<file path="src/rtl/multicycle_ctrl_fsm_pkg.sv">
// Shared encodings for the multicycle MIPS control path: opcodes, FSM states and
// the datapath mux select codes driven by the controller.
package multicycle_ctrl_fsm_pkg;

    localparam logic [5:0] OP_RTYPE = 6'b000000;
    localparam logic [5:0] OP_LW    = 6'b100011;
    localparam logic [5:0] OP_SW    = 6'b101011;
    localparam logic [5:0] OP_BEQ   = 6'b000100;
    localparam logic [5:0] OP_ADDI  = 6'b001000;
    localparam logic [5:0] OP_J     = 6'b000010;

    typedef enum logic [3:0] {
        S_IDLE    = 4'd0,
        S_FETCH   = 4'd1,
        S_DECODE  = 4'd2,
        S_MEM_ADR = 4'd3,
        S_MEM_RD  = 4'd4,
        S_MEM_WB  = 4'd5,
        S_MEM_WR  = 4'd6,
        S_EXEC    = 4'd7,
        S_ALU_WB  = 4'd8,
        S_BRANCH  = 4'd9,
        S_ADDI_EX = 4'd10,
        S_ADDI_WB = 4'd11,
        S_JUMP    = 4'd12
    } state_t;

    typedef enum logic [1:0] {
        ALU_ADD   = 2'b00,
        ALU_SUB   = 2'b01,
        ALU_FUNCT = 2'b10
    } alu_op_t;

    typedef enum logic [1:0] {
        SRCB_REG    = 2'b00,
        SRCB_FOUR   = 2'b01,
        SRCB_IMM    = 2'b10,
        SRCB_IMM_SH = 2'b11
    } alu_src_b_t;

    typedef enum logic [1:0] {
        PC_ALU    = 2'b00,
        PC_ALUOUT = 2'b01,
        PC_JUMP   = 2'b10
    } pc_src_t;

    // Successor of DECODE; S_FETCH doubles as the "undefined opcode" answer.
    function automatic state_t decode_target(input logic [5:0] op);
        case (op)
            OP_LW, OP_SW: return S_MEM_ADR;
            OP_RTYPE:     return S_EXEC;
            OP_BEQ:       return S_BRANCH;
            OP_ADDI:      return S_ADDI_EX;
            OP_J:         return S_JUMP;
            default:      return S_FETCH;
        endcase
    endfunction

    function automatic logic is_mem_state(input state_t s);
        return (s == S_FETCH) || (s == S_MEM_RD) || (s == S_MEM_WR);
    endfunction

endpackage

</file>
<file path="src/rtl/multicycle_ctrl_fsm_mem_wait_timer.sv">
// Counts stalled memory cycles; expired flags that the wait budget is used up.
module mem_wait_timer #(
    parameter int WAIT_W   = 4,
    parameter int MAX_WAIT = 15
) (
    input  logic clk,
    input  logic rst,
    input  logic clr,
    input  logic en,
    output logic expired
);

    localparam logic [WAIT_W-1:0] LIMIT = WAIT_W'(MAX_WAIT);

    logic [WAIT_W-1:0] count;

    // NOTE: sequential state is written with <= so every register samples
    // pre-edge values regardless of statement order.
    always_ff @(posedge clk) begin
        if (rst || clr) begin
            count <= '0;
        end else if (en) begin
            count <= count + 1'b1;
        end
    end

    assign expired = (count == LIMIT);

endmodule

</file>
<file path="src/rtl/multicycle_ctrl_fsm.sv">
// Multicycle MIPS controller: sequences fetch/decode/execute/memory/writeback and
// decodes datapath control from the current state, mem_ready and zero_f.
module multicycle_ctrl_fsm
    import multicycle_ctrl_fsm_pkg::*;
#(
    parameter int OPCODE_W = 6,
    parameter int WAIT_W   = 4,
    parameter int MAX_WAIT = 15
) (
    input  logic                clk,
    input  logic                rst,
    input  logic [OPCODE_W-1:0] opcode,
    input  logic                zero_f,
    input  logic                mem_ready,
    output logic                mem_req,
    output logic                mem_write,
    output logic                i_or_d,
    output logic                ir_write,
    output logic                pc_write,
    output logic                pc_en,
    output logic [1:0]          pc_src,
    output logic                alu_src_a,
    output logic [1:0]          alu_src_b,
    output logic [1:0]          alu_op,
    output logic                reg_write,
    output logic                reg_dest,
    output logic                mem_t_reg,
    output logic                illegal_op,
    output logic                bus_err,
    output logic [3:0]          state_o
);

    state_t state;
    logic   in_mem;
    logic   expired;
    logic   timeout;
    logic   branch;

    assign in_mem  = is_mem_state(state);
    assign timeout = in_mem && !mem_ready && expired;

    // Cleared whenever a memory state is left or not occupied, so every entry starts at zero.
    mem_wait_timer #(
        .WAIT_W   (WAIT_W),
        .MAX_WAIT (MAX_WAIT)
    ) u_wait (
        .clk     (clk),
        .rst     (rst),
        .clr     (!in_mem || mem_ready || timeout),
        .en      (in_mem && !mem_ready),
        .expired (expired)
    );

    always_ff @(posedge clk) begin
        if (rst) begin
            state <= S_IDLE;
        end else begin
            case (state)
                S_IDLE:    state <= S_FETCH;
                S_FETCH:   if (mem_ready) state <= S_DECODE;
                S_DECODE:  state <= decode_target(opcode);
                S_MEM_ADR: state <= (opcode == OP_SW) ? S_MEM_WR : S_MEM_RD;
                S_MEM_RD: begin
                    if (mem_ready)    state <= S_MEM_WB;
                    else if (timeout) state <= S_FETCH;
                end
                S_MEM_WR:  if (mem_ready || timeout) state <= S_FETCH;
                S_EXEC:    state <= S_ALU_WB;
                S_BRANCH:  state <= S_FETCH;
                S_ADDI_EX: state <= S_ADDI_WB;
                S_MEM_WB, S_ALU_WB, S_ADDI_WB, S_JUMP: state <= S_FETCH;
                default:   state <= S_IDLE;
            endcase
        end
    end

    always_comb begin
        // NOTE: every output gets a default first; a path that skips an
        // assignment would otherwise infer a latch.
        mem_req    = 1'b0;
        mem_write  = 1'b0;
        i_or_d     = 1'b0;
        ir_write   = 1'b0;
        pc_write   = 1'b0;
        pc_src     = PC_ALU;
        alu_src_a  = 1'b0;
        alu_src_b  = SRCB_REG;
        alu_op     = ALU_ADD;
        reg_write  = 1'b0;
        reg_dest   = 1'b0;
        mem_t_reg  = 1'b0;
        illegal_op = 1'b0;
        bus_err    = 1'b0;
        branch     = 1'b0;

        case (state)
            S_FETCH: begin
                mem_req   = 1'b1;
                alu_src_b = SRCB_FOUR;
                ir_write  = mem_ready;
                pc_write  = mem_ready;
                bus_err   = timeout;
            end
            S_DECODE: begin
                alu_src_b  = SRCB_IMM_SH;
                illegal_op = (decode_target(opcode) == S_FETCH);
            end
            S_MEM_ADR: begin
                alu_src_a = 1'b1;
                alu_src_b = SRCB_IMM;
            end
            S_MEM_RD: begin
                mem_req = 1'b1;
                i_or_d  = 1'b1;
                bus_err = timeout;
            end
            S_MEM_WB: begin
                reg_write = 1'b1;
                mem_t_reg = 1'b1;
            end
            S_MEM_WR: begin
                mem_req   = 1'b1;
                mem_write = 1'b1;
                i_or_d    = 1'b1;
                bus_err   = timeout;
            end
            S_EXEC: begin
                alu_src_a = 1'b1;
                alu_op    = ALU_FUNCT;
            end
            S_ALU_WB: begin
                reg_write = 1'b1;
                reg_dest  = 1'b1;
            end
            S_BRANCH: begin
                alu_src_a = 1'b1;
                alu_op    = ALU_SUB;
                pc_src    = PC_ALUOUT;
                branch    = 1'b1;
            end
            S_ADDI_EX: begin
                alu_src_a = 1'b1;
                alu_src_b = SRCB_IMM;
            end
            S_ADDI_WB: reg_write = 1'b1;
            S_JUMP: begin
                pc_write = 1'b1;
                pc_src   = PC_JUMP;
            end
            default: ;
        endcase

        pc_en = pc_write | (branch & zero_f);
    end

    assign state_o = state;

endmodule
</file>
<file path="config.mk">
export PLATFORM = sky130hd
export DESIGN_NAME = multicycle_ctrl_fsm
export DESIGN_NICKNAME = d
export VERILOG_FILES = /design/src/rtl/multicycle_ctrl_fsm_pkg.sv /design/src/rtl/multicycle_ctrl_fsm_mem_wait_timer.sv /design/src/rtl/multicycle_ctrl_fsm.sv
export SDC_FILE = /design/constraint.sdc
export NUM_CORES = 1
export LEC_CHECK = 0
export ABC_CLOCK_PERIOD_IN_PS = 2200
export BUFFER_PORTS_ARGS = -buffer_cell sky130_fd_sc_hd__buf_2
export CORE_UTILIZATION = 40
export CTS_CLUSTER_DIAMETER = 40
export DETAILED_ROUTE_END_ITERATION = 10
export GPL_TIMING_DRIVEN = 0
export PLACE_DENSITY = 0.65
export SYNTH_ARGS = -nofsm -noshare
export SYNTH_HDL_FRONTEND = slang
export SYNTH_HIERARCHICAL = 1
export SYNTH_SLANG_ARGS = --single-unit
</file>
<file path="constraint.sdc">
create_clock -name clk -period 2.2 [get_ports clk]
set_input_delay 0.44 -clock clk [delete_from_list [all_inputs] [get_ports clk]]
set_output_delay 0.44 -clock clk [all_outputs]
set_load 0.01 [all_outputs]
</file>
* Yosys cells after proc, flatten, opt, wreduce, memory -nomap -nowiden
Index checks and enable logic that the tools add are counted.
Word-level totals: flip-flop bits (word level) 8, input port bits 10, output and inout bits 22, logic and storage cells 70
Cells by class: add/sub/neg operators 1, equality and inequality tests 22, mux-type cells 23, bitwise logic cells 2, reductions and logical operators 20
Operator list (number):
- case mux 4 bit (8 select lines) | 1
- == test 4 bit, second input constant | 6
- 2-to-1 mux 4 bit | 5
- case mux 4 bit (5 select lines) | 1
- == test 4 x 3 -> 1 bit, second input constant | 4
- == test 6 bit, second input constant | 2
- 2-to-1 mux 1 bit | 11
- == test 4 x 1 -> 1 bit, second input constant | 2
- == test 4 x 2 -> 1 bit, second input constant | 2
- case mux 2 bit (2 select lines) | 2
- == test 6 x 2 -> 1 bit, second input constant | 1
- == test 6 x 3 -> 1 bit, second input constant | 1
- == test 6 x 4 -> 1 bit, second input constant | 1
- zero test 6 bit | 1
- logical OR 1 bit | 6
- case mux 2 bit (3 select lines) | 1
- OR reduction 2 bit | 3
- OR reduction 3 bit | 2
- OR reduction 6 bit | 1
- adder 4 x 1 -> 4 bit, second input constant | 1
- zero test 4 bit | 1
- OR reduction 4 bit | 1
- inequality test 3 bit, second input constant | 1
- AND reduction 3 bit | 1
- 8 further kinds | 10

* Logic depth before layout (Yosys ltp)
depth after elaboration 8, mapped depth 6, gate-level depth less buffers 6

* Modules after synthesis
Netlist, hierarchy kept.
By module, submodules not included:
- multicycle_ctrl_fsm | instances 1, cells an instance 82, area an instance 563.0 um^2
- mem_wait_timer | instances 1, cells an instance 18, area an instance 193.9 um^2

* Worst setup path after synthesis
Ideal clock, no wire load.
kind reg-to-output, from register state[2], in the netlist state_o[2], to output bus_err, arrival time 1.533 ns, required time 1.760 ns, slack 0.227 ns, cell stages (with the launch flop) 5, cells stage by stage dfxtp_1 nand2b_1 a21boi_1 nor3_1 and2_1
Between the ends: cells in the longest elaborated chain, start to end 6
Ends and longest elaborated chain:
- start: declaration | line multicycle_ctrl_fsm.sv:33 | state_t state;
- start signal: assignment | line multicycle_ctrl_fsm.sv:61 | S_DECODE: state <= decode_target(opcode);
- start signal: assignment | line multicycle_ctrl_fsm.sv:62 | S_MEM_ADR: state <= (opcode == OP_SW) ? S_MEM_WR : S_MEM_RD;
- == test 4 x 1 -> 1 bit / == test 4 x 3 -> 1 bit (equally long branches) | line multicycle_ctrl_fsm_pkg.sv:60, multicycle_ctrl_fsm.sv:96
- logical OR 1 bit (2 in a row) | line multicycle_ctrl_fsm_pkg.sv:60 | return (s == S_FETCH) || (s == S_MEM_RD) || (s == S_MEM_WR);
- logical AND 1 bit (2 in a row) | line multicycle_ctrl_fsm.sv:40 | assign timeout = in_mem && !mem_ready && expired;
- 2-to-1 mux 1 bit (*) | line multicycle_ctrl_fsm.sv:96 | case (state)
- end: declaration | line multicycle_ctrl_fsm.sv:29 | output logic bus_err,
Mark *: on every way between the ends. The rest lies on a longest branch, timed or not.

* Worst setup path in the final report
from register state[0], in the netlist state_o[0], to output bus_err
The elaborated chain is that of the path after synthesis.

==> impl_metrics.json <==
{
  "leakagePower_nw": 0.474,
  "ys_seq_area_share_pct": 21.2,
  "cts_sinks": 8,
  "vias": 878,
  "yosys_most_used_dff": "dfxtp_1",
  "fin_ws_ps": 143,
  "netlist_area_um2": 757,
  "r2r_start": "u_wait/count[0]$_SDFFE_PP0P_",
  "setup_viol_count_final": 0,
  "async_flop_share_pct": 0,
  "die_x_um": 45.5,
  "cp_max_fo": 9,
  "min_to": "state_o[1]$_SDFFE_PP0P_",
  "grt_pass1_wl_um": 3430,
  "worstPathArrival_ps": 1620,
  "finalCritPeriodShare_pct": 93.5,
  "path_class": "reg2out",
  "vias_per_cell": 5.52,
  "ir_drop_mv": 0.293,
  "timing.rr.end": "state_o[1]$_SDFFE_PP0P_",
  "final_util_pct": 56.8,
  "clock_skew_ps": 3.43,
  "clk_pin_slew_ps": 60,
  "drt_iter0_markers": 26,
  "nets": 147,
  "root_buffer": "clkbuf_4",
  "fp.dieArea_um2": 2070,
  "mostFrequentLayoutCells": "buf_2 (32), nor2_1 (14), nor3_1 (9)",
  "slew_viol_final": 0,
  "worstHoldStart": "rst",
  "worst_setup_path_end_kind": "output port",
  "num_rows": 15,
  "synth.avg_cell_area_um2": 7.57,
  "grt_overflow": 0,
  "detail-route-antenna-nets": 0,
  "outcome": "completed",
  "cts_tree": "yes",
  "finalHoldWorstSlack_ps": 444,
  "crit_chain": "nand2b_1 -> a21boi_2 -> nor3_4 -> and2_1 -> buf_2",
  "max_freq_ghz": 0.486,
  "reg2reg_slack_ps": 340,
  "grt_max_degree": 13,
  "routed_wl_um": 2140,
  "clockBufferDepth": 2,
  "reg2reg_depth": 5,
  "die_h_um": 45.5,
  "synth_edf_count": 0,
  "layout-drive-gt1-share_pct": 35.1,
  "maxCapViolations": 0,
  "fillerInstances": 183,
  "crit_path_top_delay_cell": "dfxtp_1",
  "grt_use_total_pct": 22.4,
  "critPathMaxStageDelay_ps": 480,
  "port_buffers": 31,
  "final_cells": 159,
  "rsz0062_at_grt": "false",
  "required_ps": 1760,
  "netlist_instances": 100,
  "maxSlewHeadroom_pct": 69.1,
  "p_per_area_nw_per_um2": 427,
  "drtPass1Iterations": 4,
  "hold_violations": 0,
  "clock_latency_ps": 260,
  "synth-seq-cells": 8,
  "tns_ps": 0,
  "gp_congestion": 0.827,
  "hp-class": "in2reg",
  "hpwl_um": 1580,
  "tightest_slew_ps": 463,
  "io_pins": 32,
  "start_util_pct": 43.4,
  "fin_crit_ps": 2060,
  "synthDistinctLibCells": 45,
  "final_common_cell": "buf_2",
  "synth_fp_nets": 111,
  "htreeDepth": 1,
  "pre_cts_slack_ps": -16.2,
  "critPathLaunchType": "flip-flop",
  "antenna_cells": 0,
  "worstHoldPathCells": 2,
  "syn2layout_area_growth_pct": 31.1,
  "coreArea_um2": 1750,
  "wl_per_cell_um": 13.4,
  "antenna_found_initial": 0,
  "grt_pass1_vias": 786,
  "drc_errors": 0,
  "dp_cells": 156,
  "ys_warn_count": 6,
  "numCtsBuffers": 3
}
critical path, delay by kind of cell (launching register included):
family / cells / cell delay, ps
AOI/OAI and AO/OA: 1 / 260
buffers and inverters: 1 / 130
DFF: 1 / 480
and+or+nand+nor: 3 / 490
synth_stat cells, types with 2 or more instances:
| library cell | count | area [um^2] |
|---|---|---|
| or2_1 | 2 | 12.5 |
| dfxtp_1 | 8 | 160 |
| xnor2_1 | 3 | 26.3 |
| clkbuf_1 | 4 | 15.0 |
| nand2b_1 | 6 | 37.5 |
| o21bai_1 | 2 | 15.0 |
| and3_1 | 2 | 12.5 |
| nor3_1 | 11 | 55.1 |
| a21oi_1 | 5 | 25.0 |
| a211oi_1 | 2 | 15.0 |
| nand2_1 | 2 | 7.51 |
| nor2_1 | 14 | 52.6 |
| mux2i_1 | 2 | 20.0 |
| or2b_1 | 3 | 22.5 |
| o21ai_0 | 4 | 20.0 |
how the worst max path moves through the flow:
stage / start / to / slack, ps / depth (start not counted)
finish: state_o[0]$_SDFFE_PP0P_ / bus_err / 140 / 5
global route: state_o[2]$_SDFFE_PP0P_ / bus_err / 40 / 5
CTS: state_o[3]$_SDFFE_PP0P_ / pc_en / -6 / 5
detailed placement: state_o[2]$_SDFFE_PP0P_ / bus_err / -20 / 5
global placement: state_o[2]$_SDFFE_PP0P_ / bus_err / -10 / 5
floorplan: state_o[2]$_SDFFE_PP0P_ / bus_err / 230 / 4
registers in the layout, indices dropped and copies added (netlist names):
register / count
u_wait/count: 4
state_o: 4
per-stage QoR:
| stage | power, mW | cell area (um^2) |
|---|---|---|
| 2_1_floorplan | 0.248 | 757 |
| 4_1_cts | 0.420 | 975 |
| 3_3_place_gp | 0.298 | 943 |
| 6_report | 0.424 | 992 |
| 5_1_grt | 0.445 | 992 |
| 3_5_place_dp | 0.300 | 943 |
final cells by class:
class | count | area [um^2] | share of cell area (%)
tap | 25 | 31.3 | 3.15
buffer | 5 | 25.0 | 2.52
sequential | 8 | 161 | 16.3
multi-input combinational | 85 | 586 | 59.0
timing repair buffer | 32 | 163 | 16.4
inverter | 1 | 3.75 | 0.378
clock buffer | 3 | 22.5 | 2.27
cell families (layout without fill, tap and decap cells):
logic type	Yosys count	after routing	synth area share, %
xor gates and xnor gates	4	4	4.63
buffers and inverters	7	41	4.13
adders and majority gates	1	1	1.65
muxes	3	3	4.63
DFF	8	8	21.2
and+or+nand+nor	53	53	39.7
AOI/OAI and AO/OA	24	24	24.1
power by group:
| part | leakage (nW) | internal, mW | switching, mW |
|---|---|---|---|
| Clock | 0.0138 | 0.0627 | 0.0541 |
| Combinational | 0.395 | 0.0629 | 0.0854 |
| Sequential | 0.0656 | 0.150 | 0.00845 |
| Total | 0.474 | 0.276 | 0.148 |
repair_timing:
| item | 4_1_cts | 5_1_grt |
|---|---|---|
| setup endpoints to repair | 5 | 4 |
| hold buffers | 0 | 0 |
| endpoints found under the hold margin | 0 | 0 |
| setup buffers | 0 | 1 |
| pin swaps | 0 | 1 |
| resized for setup | 3 | 3 |
metal layers:
layer,vias up,routed length [um],track usage [%]
li1,445,-,-
met1,398,995,29.9
met2,31,1010,37.4
met3,4,109,2.38
met4,0,19,7.27
met5,-,0,0
Power figures use the tool's default switching activity.
